## config.mk

```make
export PLATFORM = sky130hd
export DESIGN_NAME = fir_err_monitor
export DESIGN_NICKNAME = d
export VERILOG_FILES = /design/src/rtl/fir_err_monitor.sv
export SDC_FILE = /design/constraint.sdc
export NUM_CORES = 1
export LEC_CHECK = 0
export ABC_AREA = 0
export CORE_MARGIN = 1
export CORE_UTILIZATION = 56
export DETAILED_ROUTE_END_ITERATION = 8
export DONT_BUFFER_PORTS = 1
export PLACE_DENSITY = 0.71
export REMOVE_ABC_BUFFERS = 1
export SLEW_MARGIN = 30
export SYNTH_ARGS = -nofsm -noshare
export SYNTH_HDL_FRONTEND = slang
export SYNTH_SLANG_ARGS = --single-unit
```

## constraint.sdc

```tcl
create_clock -name clk -period 4.3 [get_ports clk]
set_input_delay 0.86 -clock clk [delete_from_list [all_inputs] [get_ports clk]]
set_output_delay 0.86 -clock clk [all_outputs]
set_load 0.005 [all_outputs]
```

## src/rtl/fir_err_monitor.sv

```systemverilog
// fir_err_monitor
//   Compares the approximate-adder FIR output against the exact-adder FIR
//   output over a programmable window of samples. It accumulates the
//   saturating sum of |approx-exact|, the maximum |approx-exact| and the
//   count of samples that differ. Results are held until the next start.
//
//   Optional build macro: FIR_ERR_SQ_EN adds sum_sq_err, the saturating
//   sum of squared absolute errors.
//
// Ports
//   clk, rst     clock; synchronous active-high reset
//   start        one-cycle pulse, begins a window (only honoured in IDLE)
//   win_len      samples per window, latched on start (0 behaves as 1)
//   in_valid     approx_data/exact_data valid (only used in RUN)
//   approx_data  approximate FIR output, unsigned
//   exact_data   exact FIR output, unsigned
//   busy         high in RUN and DRAIN
//   done         one-cycle pulse once results are final
//   sum_abs_err  saturating sum of |approx-exact|
//   max_abs_err  maximum |approx-exact| in the window
//   err_count    number of samples with approx != exact
//   sum_sq_err   (FIR_ERR_SQ_EN only) saturating sum of |approx-exact|^2
module fir_err_monitor #(
  parameter int DW    = 16,
  parameter int SUM_W = 32,
  parameter int CNT_W = 16
) (
  input  logic               clk,
  input  logic               rst,
  input  logic               start,
  input  logic [CNT_W-1:0]   win_len,
  input  logic               in_valid,
  input  logic [DW-1:0]      approx_data,
  input  logic [DW-1:0]      exact_data,
  output logic               busy,
  output logic               done,
  output logic [SUM_W-1:0]   sum_abs_err,
  output logic [DW-1:0]      max_abs_err,
`ifdef FIR_ERR_SQ_EN
  output logic [CNT_W-1:0]   err_count,
  output logic [2*DW+CNT_W-1:0] sum_sq_err
`else
  output logic [CNT_W-1:0]   err_count
`endif
);

  typedef enum logic [1:0] {S_IDLE, S_RUN, S_DRAIN, S_DONE} state_t;

  state_t            r_state, w_next;
  logic [CNT_W-1:0]  r_len, r_cnt;
  logic              r_s1_valid;
  logic [DW-1:0]     r_abs;
  logic [SUM_W-1:0]  r_sum;
  logic [DW-1:0]     r_max;
  logic [CNT_W-1:0]  r_err;

  logic              w_start, w_accept, w_last;
  logic signed [DW:0] w_diff;
  logic [DW-1:0]     w_abs;
  logic [SUM_W:0]    w_sum_ext;
  logic [SUM_W-1:0]  w_sum_nxt;

  assign w_start  = (r_state == S_IDLE) && start;
  assign w_accept = (r_state == S_RUN) && in_valid;
  assign w_last   = w_accept && ((r_cnt + CNT_W'(1)) == r_len);

  // Zero-extended operands keep the subtraction unsigned; the magnitude of a
  // (DW+1)-bit difference of two DW-bit values always fits in DW bits.
  assign w_diff = $signed({1'b0, approx_data}) - $signed({1'b0, exact_data});
  assign w_abs  = DW'(w_diff[DW] ? -w_diff : w_diff);

  // Saturating accumulate: the extra carry bit flags overflow.
  assign w_sum_ext = {1'b0, r_sum} + (SUM_W+1)'(r_abs);
  assign w_sum_nxt = w_sum_ext[SUM_W] ? '1 : w_sum_ext[SUM_W-1:0];

`ifdef FIR_ERR_SQ_EN
  localparam int SQ_W = 2*DW + CNT_W;
  logic [SQ_W-1:0]   r_sq;
  logic [2*DW-1:0]   w_abs_w, w_sq;
  logic [SQ_W:0]     w_sq_ext;
  logic [SQ_W-1:0]   w_sq_nxt;

  assign w_abs_w  = {{DW{1'b0}}, r_abs};
  assign w_sq     = w_abs_w * w_abs_w;
  assign w_sq_ext = {1'b0, r_sq} + (SQ_W+1)'(w_sq);
  assign w_sq_nxt = w_sq_ext[SQ_W] ? '1 : w_sq_ext[SQ_W-1:0];
  assign sum_sq_err = r_sq;
`endif

  always_comb begin
    w_next = r_state;
    busy   = 1'b0;
    done   = 1'b0;
    case (r_state)
      S_IDLE:  if (start) w_next = S_RUN;
      S_RUN: begin
        busy = 1'b1;
        if (w_last) w_next = S_DRAIN;
      end
      S_DRAIN: begin
        busy   = 1'b1;
        w_next = S_DONE;
      end
      S_DONE: begin
        done   = 1'b1;
        w_next = S_IDLE;
      end
      default: w_next = S_IDLE;
    endcase
  end

  always_ff @(posedge clk) begin
    if (rst) begin
      r_state    <= S_IDLE;
      r_len      <= '0;
      r_cnt      <= '0;
      r_s1_valid <= 1'b0;
      r_abs      <= '0;
      r_sum      <= '0;
      r_max      <= '0;
      r_err      <= '0;
`ifdef FIR_ERR_SQ_EN
      r_sq       <= '0;
`endif
    end else begin
      r_state    <= w_next;
      r_s1_valid <= w_accept;
      if (w_accept) r_abs <= w_abs;
      if (w_start) begin
        r_len <= (win_len == '0) ? CNT_W'(1) : win_len;
        r_cnt <= '0;
        r_sum <= '0;
        r_max <= '0;
        r_err <= '0;
`ifdef FIR_ERR_SQ_EN
        r_sq  <= '0;
`endif
      end else begin
        if (w_accept) r_cnt <= r_cnt + CNT_W'(1);
        // Stage 2: the sample registered on the previous edge is folded in.
        if (r_s1_valid) begin
          r_sum <= w_sum_nxt;
          if (r_abs > r_max) r_max <= r_abs;
          if (r_abs != '0) r_err <= r_err + CNT_W'(1);
`ifdef FIR_ERR_SQ_EN
          r_sq  <= w_sq_nxt;
`endif
        end
      end
    end
  end

  assign sum_abs_err = r_sum;
  assign max_abs_err = r_max;
  assign err_count   = r_err;

endmodule

```

After elaboration in Yosys (flattened, before gate mapping)
Cells that the tools add are included.

Add/subtract/negate cells: 5. $lt $le $gt $ge: 1. Equal/unequal tests: 6. Muxes and demuxes: 8. Reduce and logical (&&, ||, !) cells: 11.

Operators with widths (number): $add 32x16->33 (1); $add 16x1->16 const B (2); $mux 16 (2); $mux 32 (1); $sub 16x16->17 (1); $eq 16x16->1 (1); $gt 16x16->1 (1); $logic_not 16->1 (1); $neg 16->16 (1); $reduce_bool 16->1 (1); $pmux 2 s4 (1); $reduce_and 2->1 (3); $eq 2x2->1 const B (2); $mux 2 (2); $ne 2x2->1 const B (2); $reduce_or 2->1 (2); $logic_and 1x1->1 (3); $eq 2x1->1 const B (1); $logic_not 2->1 (1); $mux 1 (2).

Bits in registers: 115. Input bits: 52. Output and inout bits: 66. Word-level logic and storage cells: 39.

Longest topological paths before layout
Word-level depth: 5. Mapped depth: 12.

Worst setup path before layout
No wires, ideal clock.

Path kind: input port to flip-flop. From: in approx_data[0]. To: reg r_abs[14]. Arrival time: 3318 ps. Slack: 865 ps. Stages: 12. Path through: inv_1 ha_1 inv_1 fa_1 a211o_1 a211o_1 a21oi_1 a21oi_1 nor4b_1 a41oi_1 xnor2_1 a22o_1.

Cells in the longest elaborated chain, start to end: 3.

Ends and longest elaborated chain: start: declaration (RTL line 33) `input logic [DW-1:0] approx_data,`; $sub 16x16->17 * (RTL line 69) `assign w_diff = $signed({1'b0, approx_data}) - $signed({1'b0, exact_data});`; $neg 16->16 (RTL line 70) `assign w_abs = DW'(w_diff[DW] ? -w_diff : w_diff);`; $mux 16 * (RTL line 70); end signal: assignment (RTL line 128) `if (w_accept) r_abs <= w_abs;`; end: declaration (RTL line 52) `logic [DW-1:0] r_abs;`.

Every way passes the cells marked *; elsewhere a longest branch is shown, timed or not. A chain may end at the register's enable or synchronous reset.

Worst setup path after layout
Same ends and word-level chain as after synthesis.

==> impl_metrics.yaml <==
run_status:
  run_status: "finished clean"
floorplanning:
  rows: 41
  die_area_sq_um: 13850
  initial_core_util_pct: 58.43
  die_height_microns: 117.7
  chipWidth_microns: 117.7
  placeableCoreArea_sq_um: 12820
  design.portCount: 118
power_and_ir_drop:
  power_density_nw_per_um2: 453.0
  peakVddDrop_mv: 0.5328
  p_leak_nw: 3.162
synth:
  netlist-cell-type-count: 71
  muxShareOfSynthArea_pct: 2.805
  postSynth.asyncResetShare_pct: 0
  syn-instance-count: 903
  yosys_warnings: 0
  seq_area_frac_synth_pct: 30.72
  ys.flop_type: "sky130_fd_sc_hd__dfxtp_1"
  syn-cell-area_sq_um: 7493
  yosys.area_share.simple_pct: 20.05
  synth_seq_cells: 115
  area_share_of_xor_xnor_cells_in_the_synthesized_design_pct: 10.17
  avgSynthCellArea_sq_um: 8.298
  number_of_synthesized_flops_with_an_enable_pin: 0
  synth_fa_ha_area_share_pct: 9.885
  synth_top_family_by_area: "compound AO/OA/AOI/OAI gates"
  synth_compound_gate_area_share_pct: 21.22
sta:
  post-route-min-period_ns: 3.332
  fin_hold_ws_ns: 0.4679
  timing.slew.headroom_pct: 47.92
  final.setup.tns_ns: 0
  fmax_mhz: 300.2
  rsz0062_at_grt: "no"
  fin_crit_sh_pct: 77.48
  clock_skew_ns: 0.006760
  setup_viol_count_final: 0
  report.final.slew_viol_count: 0
  hold_viol_final: 0
  tightestPinTransition_ns: 0.7796
final_layout:
  fill_cells: 1120
  area_growth_syn_to_fin_pct: 8.916
  final_net_count: 1000
  drive_gt1_share_pct: 6.534
  final_cell_mix: "sky130_fd_sc_hd__dfxtp_1 (115), sky130_fd_sc_hd__nor2_1 (92), sky130_fd_sc_hd__a21oi_1 (59)"
  diodes: 0
  commonest_non_fill_non_tap_cell_in_the_layout: "sky130_fd_sc_hd__dfxtp_1"
placed_design:
  placement.io_buffers: 0
  place.detailed.hpwl_mm: 13.11
  routability_congestion_estimate: 0.8805
run:
  max_cap_viols: 0
grt:
  gr-usage-all-layers_pct: 26.79
  overflow: 0
  global_route_wire_length_before_repair_mm: 30.36
  maximum_number_of_pins_on_one_net_before_global_route_repair: 62
  grt_pass1_vias: 6234
  grt_antenna_before_repair: 0
drt:
  detail_route.wirelength_mm: 17.94
  post_drt_via_cell_ratio: 6.115
  via_count: 6574
  drt_initial_violations: 450
  drtPass1Iterations: 5
  wl_per_cell_microns: 16.69
  ant_nets: 0
  remaining_drc_errors: 0
worst_setup_path:
  timing.critical_path.required_ns: 4.61
  critPathArrivalTime_ns: 3.64
  timing_worst_setup_path_type: "input pin to flip-flop"
  crit_path_start_kind: "input pin"
  critical_path.endpoint_type: "flip-flop"
  path_max_fanout: 6
clock_tree:
  cts.path.max_buffers: 2
  post-cts-setup-buffers: 0
  cts_resized: 0
  holdBufCountCts: 0
  worstSkewPairLatency_ns: 0.42
  cts-buffers-inserted: 17
  cts.clk_slew.worst_paths_ns: 0.05
  clock_tree_from_tritoncts: "done"
  clock_sinks: 115
  clock-root-buffer: "sky130_fd_sc_hd__clkbuf_16"
  cts-htree-levels: 4
worst_hold_path:
  hold_path.class: "flip-flop to flip-flop"
==> cells by family (layout without fill, tap and decap cells) <==
logic type      after synthesis  in the layout
simple gates                290            290
compound gates              241            241
flops                       115            115
buf+inv                      91             91
xor+xnor                     87             87
fa+ha+maj                    58             58
mux                          21             21
==> registers in the layout, indices dropped and copies added (netlist names) <==
register and count:
sum_abs_err 32, err_count 16, max_abs_err 16, r_abs 16, r_cnt 16, r_len 16
r_state 2, r_s1_valid 1
==> report_power, final <==
part | internal [mW] | total [mW] | switching (mW)
clock network | 0.873 | 1.36 | 0.485
registers | 1.17 | 1.31 | 0.141
logic | 0.422 | 1.03 | 0.609
total | 2.46 | 3.70 | 1.24
==> per-stage QoR <==
| stage | power [mW] | instances | setup WS [ns] | instance area (sq um) | util (%) |
|---|---|---|---|---|---|
| floorplan | 2.068 | 865 | 0.8442 | 7307 | - |
| global placement | 2.297 | 1043 | 0.6580 | 7582 | 59.12 |
| detailed placement | 2.338 | 1043 | 0.5444 | 7591 | 59.19 |
| CTS | 3.713 | 1075 | 0.9801 | 8162 | 63.64 |
| global route | 3.908 | 1075 | 0.7406 | 8162 | 63.64 |
| finish | 3.697 | 1075 | 0.9684 | 8162 | 63.64 |
==> synth_stat cells, types with 20 or more instances <==
cell                       number  area share, %
sky130_fd_sc_hd__a21oi_1       60            4.0
sky130_fd_sc_hd__clkbuf_1      27            1.4
sky130_fd_sc_hd__nand3_1       32            2.1
sky130_fd_sc_hd__nand2_1       52            2.6
sky130_fd_sc_hd__xnor2_1       43            5.0
sky130_fd_sc_hd__inv_1         53            2.7
sky130_fd_sc_hd__xor2_1        44            5.1
sky130_fd_sc_hd__mux2i_1       21            2.8
sky130_fd_sc_hd__nand4_1       20            1.7
sky130_fd_sc_hd__dfxtp_1      115             31
sky130_fd_sc_hd__o21ai_0       50            3.3
sky130_fd_sc_hd__ha_1          56            9.4
sky130_fd_sc_hd__nor2_1        92            4.6
sky130_fd_sc_hd__a211oi_1      23            2.3
sky130_fd_sc_hd__a31oi_1       29            2.4
==> critical path, cell delays in order <==
cell	delay, ns
sky130_fd_sc_hd__inv_1	0.03
sky130_fd_sc_hd__ha_1	0.16
sky130_fd_sc_hd__inv_1	0.05
sky130_fd_sc_hd__fa_1	0.40
sky130_fd_sc_hd__a211o_1	0.33
sky130_fd_sc_hd__a211o_1	0.37
sky130_fd_sc_hd__a21oi_1	0.17
sky130_fd_sc_hd__a21oi_1	0.13
sky130_fd_sc_hd__nor4b_1	0.56
sky130_fd_sc_hd__a41oi_1	0.21
sky130_fd_sc_hd__xnor2_1	0.17
sky130_fd_sc_hd__a22o_1	0.20
==> area by class of cell <==
class	count	area [sq um]	share of cell area [%]
clock buffer	21	460.4	5.642
clock inverter	11	110.1	1.349
inverter	53	198.9	2.438
multi-input combinational	697	4830	59.18
sequential	115	2302	28.21
tap	172	215.2	2.637
timing repair buffer	6	45.04	0.5519
==> routing by layer <==
metal	share of wire (%)	global-route usage (%)	vias up
met5	0	0	-
met4	2.1	10.90	0
met3	5.8	6.056	27
met2	48	44.67	173
met1	44	33.23	3124
li1	-	-	3250
==> worst paths after layout <==
check,endpoint,cells past startpoint,startpoint,slack (ns)
worst max-delay path,r_abs[14],12,approx_data[0],0.97
worst min-delay path,r_len[3],2,r_len[3],0.47
worst max register to register,sum_abs_err[31],10,r_abs[0],1.09
worst min register to register,r_len[3],2,r_len[3],0.47
No activity file was read; power rests on OpenSTA's default activity.
